--- src/rtl/cia_bus_arbiter_if.sv ---
// Register-bus bundle between the two requesters, the arbiter and one CIA.
// The arbiter takes the slave view; the requester/CIA side takes the master view.
interface cia_bus_arbiter_if;
  // requester 0 (CPU bridge)
  logic       m0_req;
  logic       m0_rw;
  logic [3:0] m0_rs;
  logic [7:0] m0_wdata;
  logic       m0_ack;
  logic [7:0] m0_rdata;
  // requester 1 (host/debug bridge)
  logic       m1_req;
  logic       m1_rw;
  logic [3:0] m1_rs;
  logic [7:0] m1_wdata;
  logic       m1_ack;
  logic [7:0] m1_rdata;
  // CIA register port
  logic       cia_cs_n;
  logic       cia_rw;
  logic [3:0] cia_rs;
  logic [7:0] cia_db_in;
  logic [7:0] cia_db_out;

  modport slave (
    input  m0_req, m0_rw, m0_rs, m0_wdata,
    output m0_ack, m0_rdata,
    input  m1_req, m1_rw, m1_rs, m1_wdata,
    output m1_ack, m1_rdata,
    output cia_cs_n, cia_rw, cia_rs, cia_db_in,
    input  cia_db_out
  );

  modport master (
    output m0_req, m0_rw, m0_rs, m0_wdata,
    input  m0_ack, m0_rdata,
    output m1_req, m1_rw, m1_rs, m1_wdata,
    input  m1_ack, m1_rdata,
    input  cia_cs_n, cia_rw, cia_rs, cia_db_in,
    output cia_db_out
  );
endinterface

--- src/rtl/cia_bus_arbiter.sv ---
// Two-requester arbiter for a single CIA register bus. One access per phi2
// slot: a single-clk chip-select strobe, a capture cycle, then a one-clk ack.

// Per-requester completion logic: ack pulse and read-data holding register.
module cia_bus_arbiter_port (
  input  logic       clk,
  input  logic       reset_n,
  input  logic       done_i,   // capture cycle of an access owned by this port
  input  logic       rd_i,     // that access is a read
  input  logic [7:0] db_i,     // CIA read data valid in the capture cycle
  output logic       ack_o,
  output logic [7:0] rdata_o
);
  logic       ack_q;
  logic [7:0] rdata_q;

  // ack pulses for exactly one clk after capture; writes leave rdata alone
  always_ff @(posedge clk or negedge reset_n) begin
    if (!reset_n) begin
      ack_q   <= 1'b0;
      rdata_q <= 8'h00;
    end else begin
      ack_q <= done_i;
      if (done_i && rd_i) rdata_q <= db_i;
    end
  end

  assign ack_o   = ack_q;
  assign rdata_o = rdata_q;
endmodule

module cia_bus_arbiter #(
  parameter int FIXED_PRIO = 0   // 0: round-robin, 1: m0 wins ties
) (
  input  logic                clk,
  input  logic                reset_n,
  input  logic                phi2,
  cia_bus_arbiter_if.slave    bus,
  output logic                busy,
  output logic                grant_id
);
  localparam int NUM_M = 2;

  typedef enum logic [1:0] {IDLE, STROBE, CAPTURE} state_t;

  state_t     state_q, state_d;
  logic       cs_n_q, cs_n_d;
  logic       rw_q, rw_d;
  logic [3:0] rs_q, rs_d;
  logic [7:0] db_q, db_d;
  logic       gid_q, gid_d;

  logic [NUM_M-1:0]       req, rw_m, elig, ack, done;
  logic [NUM_M-1:0][3:0]  rs_m;
  logic [NUM_M-1:0][7:0]  wd_m, rdata;
  logic                   win;

  assign req  = {bus.m1_req,   bus.m0_req};
  assign rw_m = {bus.m1_rw,    bus.m0_rw};
  assign rs_m = {bus.m1_rs,    bus.m0_rs};
  assign wd_m = {bus.m1_wdata, bus.m0_wdata};

  // a requester in its ack cycle may still show req; mask it so the
  // completed access is not issued a second time
  assign elig = req & ~ack;

  // winner select: a lone request wins, ties go by priority mode
  always_comb begin
    win = elig[1];
    if (elig == 2'b11) win = (FIXED_PRIO != 0) ? 1'b0 : ~gid_q;
  end

  // slot sequencing: grant on phi2, one strobe clk, one capture clk
  always_comb begin
    state_d = state_q;
    cs_n_d  = 1'b1;
    rw_d    = rw_q;
    rs_d    = rs_q;
    db_d    = db_q;
    gid_d   = gid_q;
    case (state_q)
      IDLE: begin
        if (phi2 && (elig != '0)) begin
          rw_d    = rw_m[win];
          rs_d    = rs_m[win];
          db_d    = wd_m[win];
          gid_d   = win;
          cs_n_d  = 1'b0;
          state_d = STROBE;
        end
      end
      STROBE:  state_d = CAPTURE;
      CAPTURE: state_d = IDLE;
      default: state_d = IDLE;
    endcase
  end

  // state and CIA-facing registers; bus fields hold from grant to next grant
  always_ff @(posedge clk or negedge reset_n) begin
    if (!reset_n) begin
      state_q <= IDLE;
      cs_n_q  <= 1'b1;
      rw_q    <= 1'b1;
      rs_q    <= 4'h0;
      db_q    <= 8'h00;
      gid_q   <= 1'b1;     // makes m0 the first round-robin tie winner
    end else begin
      state_q <= state_d;
      cs_n_q  <= cs_n_d;
      rw_q    <= rw_d;
      rs_q    <= rs_d;
      db_q    <= db_d;
      gid_q   <= gid_d;
    end
  end

  for (genvar i = 0; i < NUM_M; i++) begin : g_port
    assign done[i] = (state_q == CAPTURE) && (gid_q == (i != 0));
    cia_bus_arbiter_port u_port (
      .clk     (clk),
      .reset_n (reset_n),
      .done_i  (done[i]),
      .rd_i    (rw_q),
      .db_i    (bus.cia_db_out),
      .ack_o   (ack[i]),
      .rdata_o (rdata[i])
    );
  end

  assign bus.m0_ack    = ack[0];
  assign bus.m0_rdata  = rdata[0];
  assign bus.m1_ack    = ack[1];
  assign bus.m1_rdata  = rdata[1];
  assign bus.cia_cs_n  = cs_n_q;
  assign bus.cia_rw    = rw_q;
  assign bus.cia_rs    = rs_q;
  assign bus.cia_db_in = db_q;
  assign busy          = (state_q != IDLE);
  assign grant_id      = gid_q;
endmodule
--- src/flat_wrapper.sv ---
// flat-port wrapper written by rule: the top's interface ports become plain ports
module cia_bus_arbiter_flat 
#(
  parameter int FIXED_PRIO = 0                                     
)
  (clk, reset_n, phi2, busy, grant_id, bus_m0_req, bus_m0_rw, bus_m0_rs, bus_m0_wdata, bus_m0_ack, bus_m0_rdata, bus_m1_req, bus_m1_rw, bus_m1_rs, bus_m1_wdata, bus_m1_ack, bus_m1_rdata, bus_cia_cs_n, bus_cia_rw, bus_cia_rs, bus_cia_db_in, bus_cia_db_out);
  cia_bus_arbiter_if bus_i ();
  input  logic clk;
  input  logic reset_n;
  input  logic phi2;
  output logic busy;
  output logic grant_id;
  input wire logic [$bits(bus_i.m0_req)-1:0] bus_m0_req;
  input wire logic [$bits(bus_i.m0_rw)-1:0] bus_m0_rw;
  input wire logic [$bits(bus_i.m0_rs)-1:0] bus_m0_rs;
  input wire logic [$bits(bus_i.m0_wdata)-1:0] bus_m0_wdata;
  output wire logic [$bits(bus_i.m0_ack)-1:0] bus_m0_ack;
  output wire logic [$bits(bus_i.m0_rdata)-1:0] bus_m0_rdata;
  input wire logic [$bits(bus_i.m1_req)-1:0] bus_m1_req;
  input wire logic [$bits(bus_i.m1_rw)-1:0] bus_m1_rw;
  input wire logic [$bits(bus_i.m1_rs)-1:0] bus_m1_rs;
  input wire logic [$bits(bus_i.m1_wdata)-1:0] bus_m1_wdata;
  output wire logic [$bits(bus_i.m1_ack)-1:0] bus_m1_ack;
  output wire logic [$bits(bus_i.m1_rdata)-1:0] bus_m1_rdata;
  output wire logic [$bits(bus_i.cia_cs_n)-1:0] bus_cia_cs_n;
  output wire logic [$bits(bus_i.cia_rw)-1:0] bus_cia_rw;
  output wire logic [$bits(bus_i.cia_rs)-1:0] bus_cia_rs;
  output wire logic [$bits(bus_i.cia_db_in)-1:0] bus_cia_db_in;
  input wire logic [$bits(bus_i.cia_db_out)-1:0] bus_cia_db_out;
  assign bus_i.m0_req = bus_m0_req;
  assign bus_i.m0_rw = bus_m0_rw;
  assign bus_i.m0_rs = bus_m0_rs;
  assign bus_i.m0_wdata = bus_m0_wdata;
  assign bus_m0_ack = bus_i.m0_ack;
  assign bus_m0_rdata = bus_i.m0_rdata;
  assign bus_i.m1_req = bus_m1_req;
  assign bus_i.m1_rw = bus_m1_rw;
  assign bus_i.m1_rs = bus_m1_rs;
  assign bus_i.m1_wdata = bus_m1_wdata;
  assign bus_m1_ack = bus_i.m1_ack;
  assign bus_m1_rdata = bus_i.m1_rdata;
  assign bus_cia_cs_n = bus_i.cia_cs_n;
  assign bus_cia_rw = bus_i.cia_rw;
  assign bus_cia_rs = bus_i.cia_rs;
  assign bus_cia_db_in = bus_i.cia_db_in;
  assign bus_i.cia_db_out = bus_cia_db_out;
  cia_bus_arbiter #(.FIXED_PRIO(FIXED_PRIO)) u_core (.clk(clk), .reset_n(reset_n), .phi2(phi2), .bus(bus_i), .busy(busy), .grant_id(grant_id));
endmodule
--- config.mk ---
export PLATFORM = sky130hd
export DESIGN_NAME = cia_bus_arbiter_flat
export DESIGN_NICKNAME = d
export VERILOG_FILES = /design/src/rtl/cia_bus_arbiter_if.sv /design/src/rtl/cia_bus_arbiter.sv /design/src/flat_wrapper.sv
export SDC_FILE = /design/constraint.sdc
export NUM_CORES = 1
export LEC_CHECK = 0
export CAP_MARGIN = 20
export CORE_UTILIZATION = 64
export DETAILED_ROUTE_END_ITERATION = 7
export DONT_BUFFER_PORTS = 1
export PLACE_DENSITY = 0.8
export REMOVE_ABC_BUFFERS = 1
export SLEW_MARGIN = 25
export SYNTH_ARGS = -nofsm -noshare
export SYNTH_HDL_FRONTEND = slang
export SYNTH_SLANG_ARGS = --single-unit
--- constraint.sdc ---
create_clock -name clk -period 2.3 [get_ports clk]
set_input_delay 0 -clock clk [delete_from_list [all_inputs] [get_ports clk]]
set_output_delay 0 -clock clk [all_outputs]
set_load 0.005 [all_outputs]
==> results_dict.tcl <==
set metrics [dict create \
    grt_pass1_wl_um 5510 \
    clk_latency_ns 0.33 \
    grt_usage_pct 27.8 \
    startpoint_type "register" \
    drive_gt1_share_pct 33.3 \
    cp_top_family "compound AO/OA/AOI/OAI gates" \
    period_needed_ns 1.83 \
    grt_max_degree 36 \
    rsz0062_at_grt "no" \
    status "finished, final reports clean" \
    finalPower_mw 1.95 \
    cts_resized 0 \
    antenna_found_initial 0 \
    ys_ff_latch 35 \
    crit_slowest_cell "a21oi_4" \
    fin_tns_setup_ns 0 \
    antennaDiodeCount 0 \
    area_growth_syn_to_layout_pct 14.6 \
    port_buffers 0 \
    die_area_sq_um 2950 \
    synth_cells 130 \
    final_hold_viol_count 0 \
    tritoncts "built" \
    seq_area_frac_synth_pct 50.2 \
    hp-class "in2reg" \
    wl_per_cell_um 20.1 \
    num_vias 1217 \
    ir_drop_uv 886 \
    drtIter0Drc 22 \
    root_buffer "clkbuf_4" \
    relSlewSlack_pct 61.5 \
    h-tree-depth 2 \
    worstPathRequired_ns 2.56 \
    cp_slowest_stage_delay_ns 0.57 \
    routed_wl_um 3670 \
    initial_core_util_pct 69.5 \
    fp.dieH_um 54.3 \
    crit_chain "nand2b_1, a21oi_4, buf_4, a2bb2oi_2" \
    layout.nets 191 \
    remaining_drc_errors 0 \
    worst-setup-path-type "reg2reg" \
    core_area_sq_um 2520 \
    synth.distinct_cells 28 \
    std_cell_rows 18 \
    p_per_area_nw_per_um2 971 \
    maxCapViolCount 0 \
    path_max_fanout 14 \
    first_global_vias 1201 \
    finalCritPeriodShare_pct 79.7 \
    clk_pin_slew_ns 0.10 \
    cts_sinks 35 \
    critPathCaptureType "register" \
    fmax_mhz 545 \
    arrival_ns 2.10 \
    antenna_left 0 \
    p_leak_nw 0.834 \
    clock_skew_ns 0.00360 \
    slew_viol_final 0 \
    fill_cells 157 \
    die_w_um 54.3 \
    dr.pass1.iters 4 \
    max-clock-path-buffers 2 \
    path_buf_inv 1 \
    setup_violations 0 \
    cts_buffers 5 \
    place.detailed.hpwl_um 2340 \
    syn_avg_cell_area_sq_um 13.5 \
    grt_overflow_total 0 \
    ys_warn_count 0 \
    gp_congestion 0.656 \
    syn-cell-area_sq_um 1750 \
    viasPerCell 6.65 \
    top_level_ports 73 \
    worst_slew_pin_slew_ns 0.577 \
]
==> final cells by class <==
class                   instances  area, sq um  area share (%)
flip-flops and latches         35          880            43.8
multi-input cells              82          762            37.9
inverters                       1         3.75           0.187
clock buffers                   6         41.3            2.05
well taps                      30         37.5            1.87
repair buffers                 27          273            13.6
clock inverters                 2         12.5           0.623
==> what timing repair did <==
action | in CTS | in global routing
buffers inserted | 0 | 0
hold buffers | 24 | 0
endpoints found under the hold margin | 65 | 0
==> worst paths after layout <==
check / from / end / slack [ns] / cells past startpoint
min in group asynchronous: reset_n / u_core.g_port[0].u_port.ack_o / 0.13 / 2
worst max register to register: u_core.g_port[0].u_port.ack_o / u_core.bus.cia_db_in[6] / 0.47 / 4
max in group asynchronous: reset_n / u_core.bus.cia_rw / 1.93 / 2
worst min register to register: u_core.state_q[0] / u_core.g_port[0].u_port.ack_o / 0.51 / 1
worst max-delay path: u_core.g_port[0].u_port.ack_o / u_core.bus.cia_db_in[6] / 0.47 / 4
worst min-delay path: bus_m1_req / u_core.bus.cia_rw / 0.04 / 3
==> per-layer routing <==
layer  routed length [um]  part of all wire, %  track usage, %
met1                 1460                   40            32.7
met2                 1860                   51            44.5
met3                  283                  7.7            10.3
met4                   65                  1.8            13.7
met5                    0                    0               0
==> synthesized netlist by cell type (all sizes together) <==
master   number  share of area (%)
dfrtp        32                 46
mux2         16                 10
and3b        15                8.1
a221oi       13                6.5
a2bb2oi      13                9.7
o21ai        13                3.7
clkbuf        7                3.4
buf           5                2.8
dfstp         3                4.5
nand2b        2               0.71
a21o          1               0.43
a21oi         1               0.93
and2          1               0.36
and2b         1               0.50
inv           1               0.21
nand2         1               0.21
nand3b        1               0.43
nor3          1               0.29
nor3b         1               0.43
or2           1               0.36
or3b          1               0.50
==> registers in the layout, indices dropped and copies added (netlist names) <==
name                          cells
u_core.state_q                    2
u_core.bus.cia_db_in              8
u_core.g_port.u_port.rdata_o     16
u_core.bus.cia_rw                 1
u_core.bus.cia_cs_n               1
u_core.grant_id                   1
u_core.bus.cia_rs                 4
u_core.g_port.u_port.ack_o        2
==> stage by stage <==
step / cell area [sq um] / setup slack, ns / instances / hold WS [ns] / utilization [%]
after floorplan: 1650 / 0.496 / 118 / -0.296 / -
final: 2010 / 0.467 / 183 / 0.0395 / 79.7
after global routing: 2010 / 0.368 / 183 / 0.0435 / 79.7
after detailed placement: 1710 / 0.500 / 151 / -0.295 / 67.6
after CTS: 2010 / 0.479 / 183 / 0.0317 / 79.7
after global placement: 1710 / 0.588 / 151 / -0.295 / 67.6
==> cell usage in the layout, fill, tap and decap left out <==
| master | instances |
|---|---|
| and2b_2 | 1 |
| nand2_1 | 1 |
| a21o_1 | 1 |
| mux2_2 | 16 |
| clkinvlp_4 | 1 |
| a221oi_1 | 13 |
| a2bb2oi_2 | 9 |
| clkbuf_4 | 5 |
| nor3_1 | 1 |
| buf_4 | 3 |
| inv_1 | 1 |
| nand2b_1 | 2 |
| nand3b_1 | 1 |
| dfrtp_1 | 32 |
| clkinv_2 | 1 |
| o21ai_0 | 13 |
| nor3b_1 | 1 |
| a21oi_4 | 1 |
| a2bb2oi_1 | 4 |
| buf_12 | 1 |
| or2_2 | 1 |
| or3b_1 | 1 |
| and3b_2 | 9 |
| and3b_1 | 6 |
| dfstp_2 | 3 |
| clkbuf_1 | 1 |
| and2_1 | 1 |
| dlygate4sd3_1 | 23 |
==> cell families (layout without fill, tap and decap cells) <==
kind of cell	count (synthesis)	in the layout	synth area share, %
mux	16	16	10.3
compound gates	41	41	21.3
simple gates	25	25	11.9
flops	35	35	50.2
buf+inv	13	36	6.35
==> worst reg2reg max path, stage by stage, from the launching register on <==
cell and delay (ns):
dfrtp_1 0.42, nand2b_1 0.42, a21oi_4 0.57, buf_4 0.22, a2bb2oi_2 0.14
==> where the power goes <==
part	switching, mW	internal (mW)	total (mW)
clock network	0.195	0.118	0.313
registers	0.219	0.877	1.10
logic	0.213	0.328	0.541
total	0.627	1.32	1.95
No activity file was read; power rests on OpenSTA's default activity.
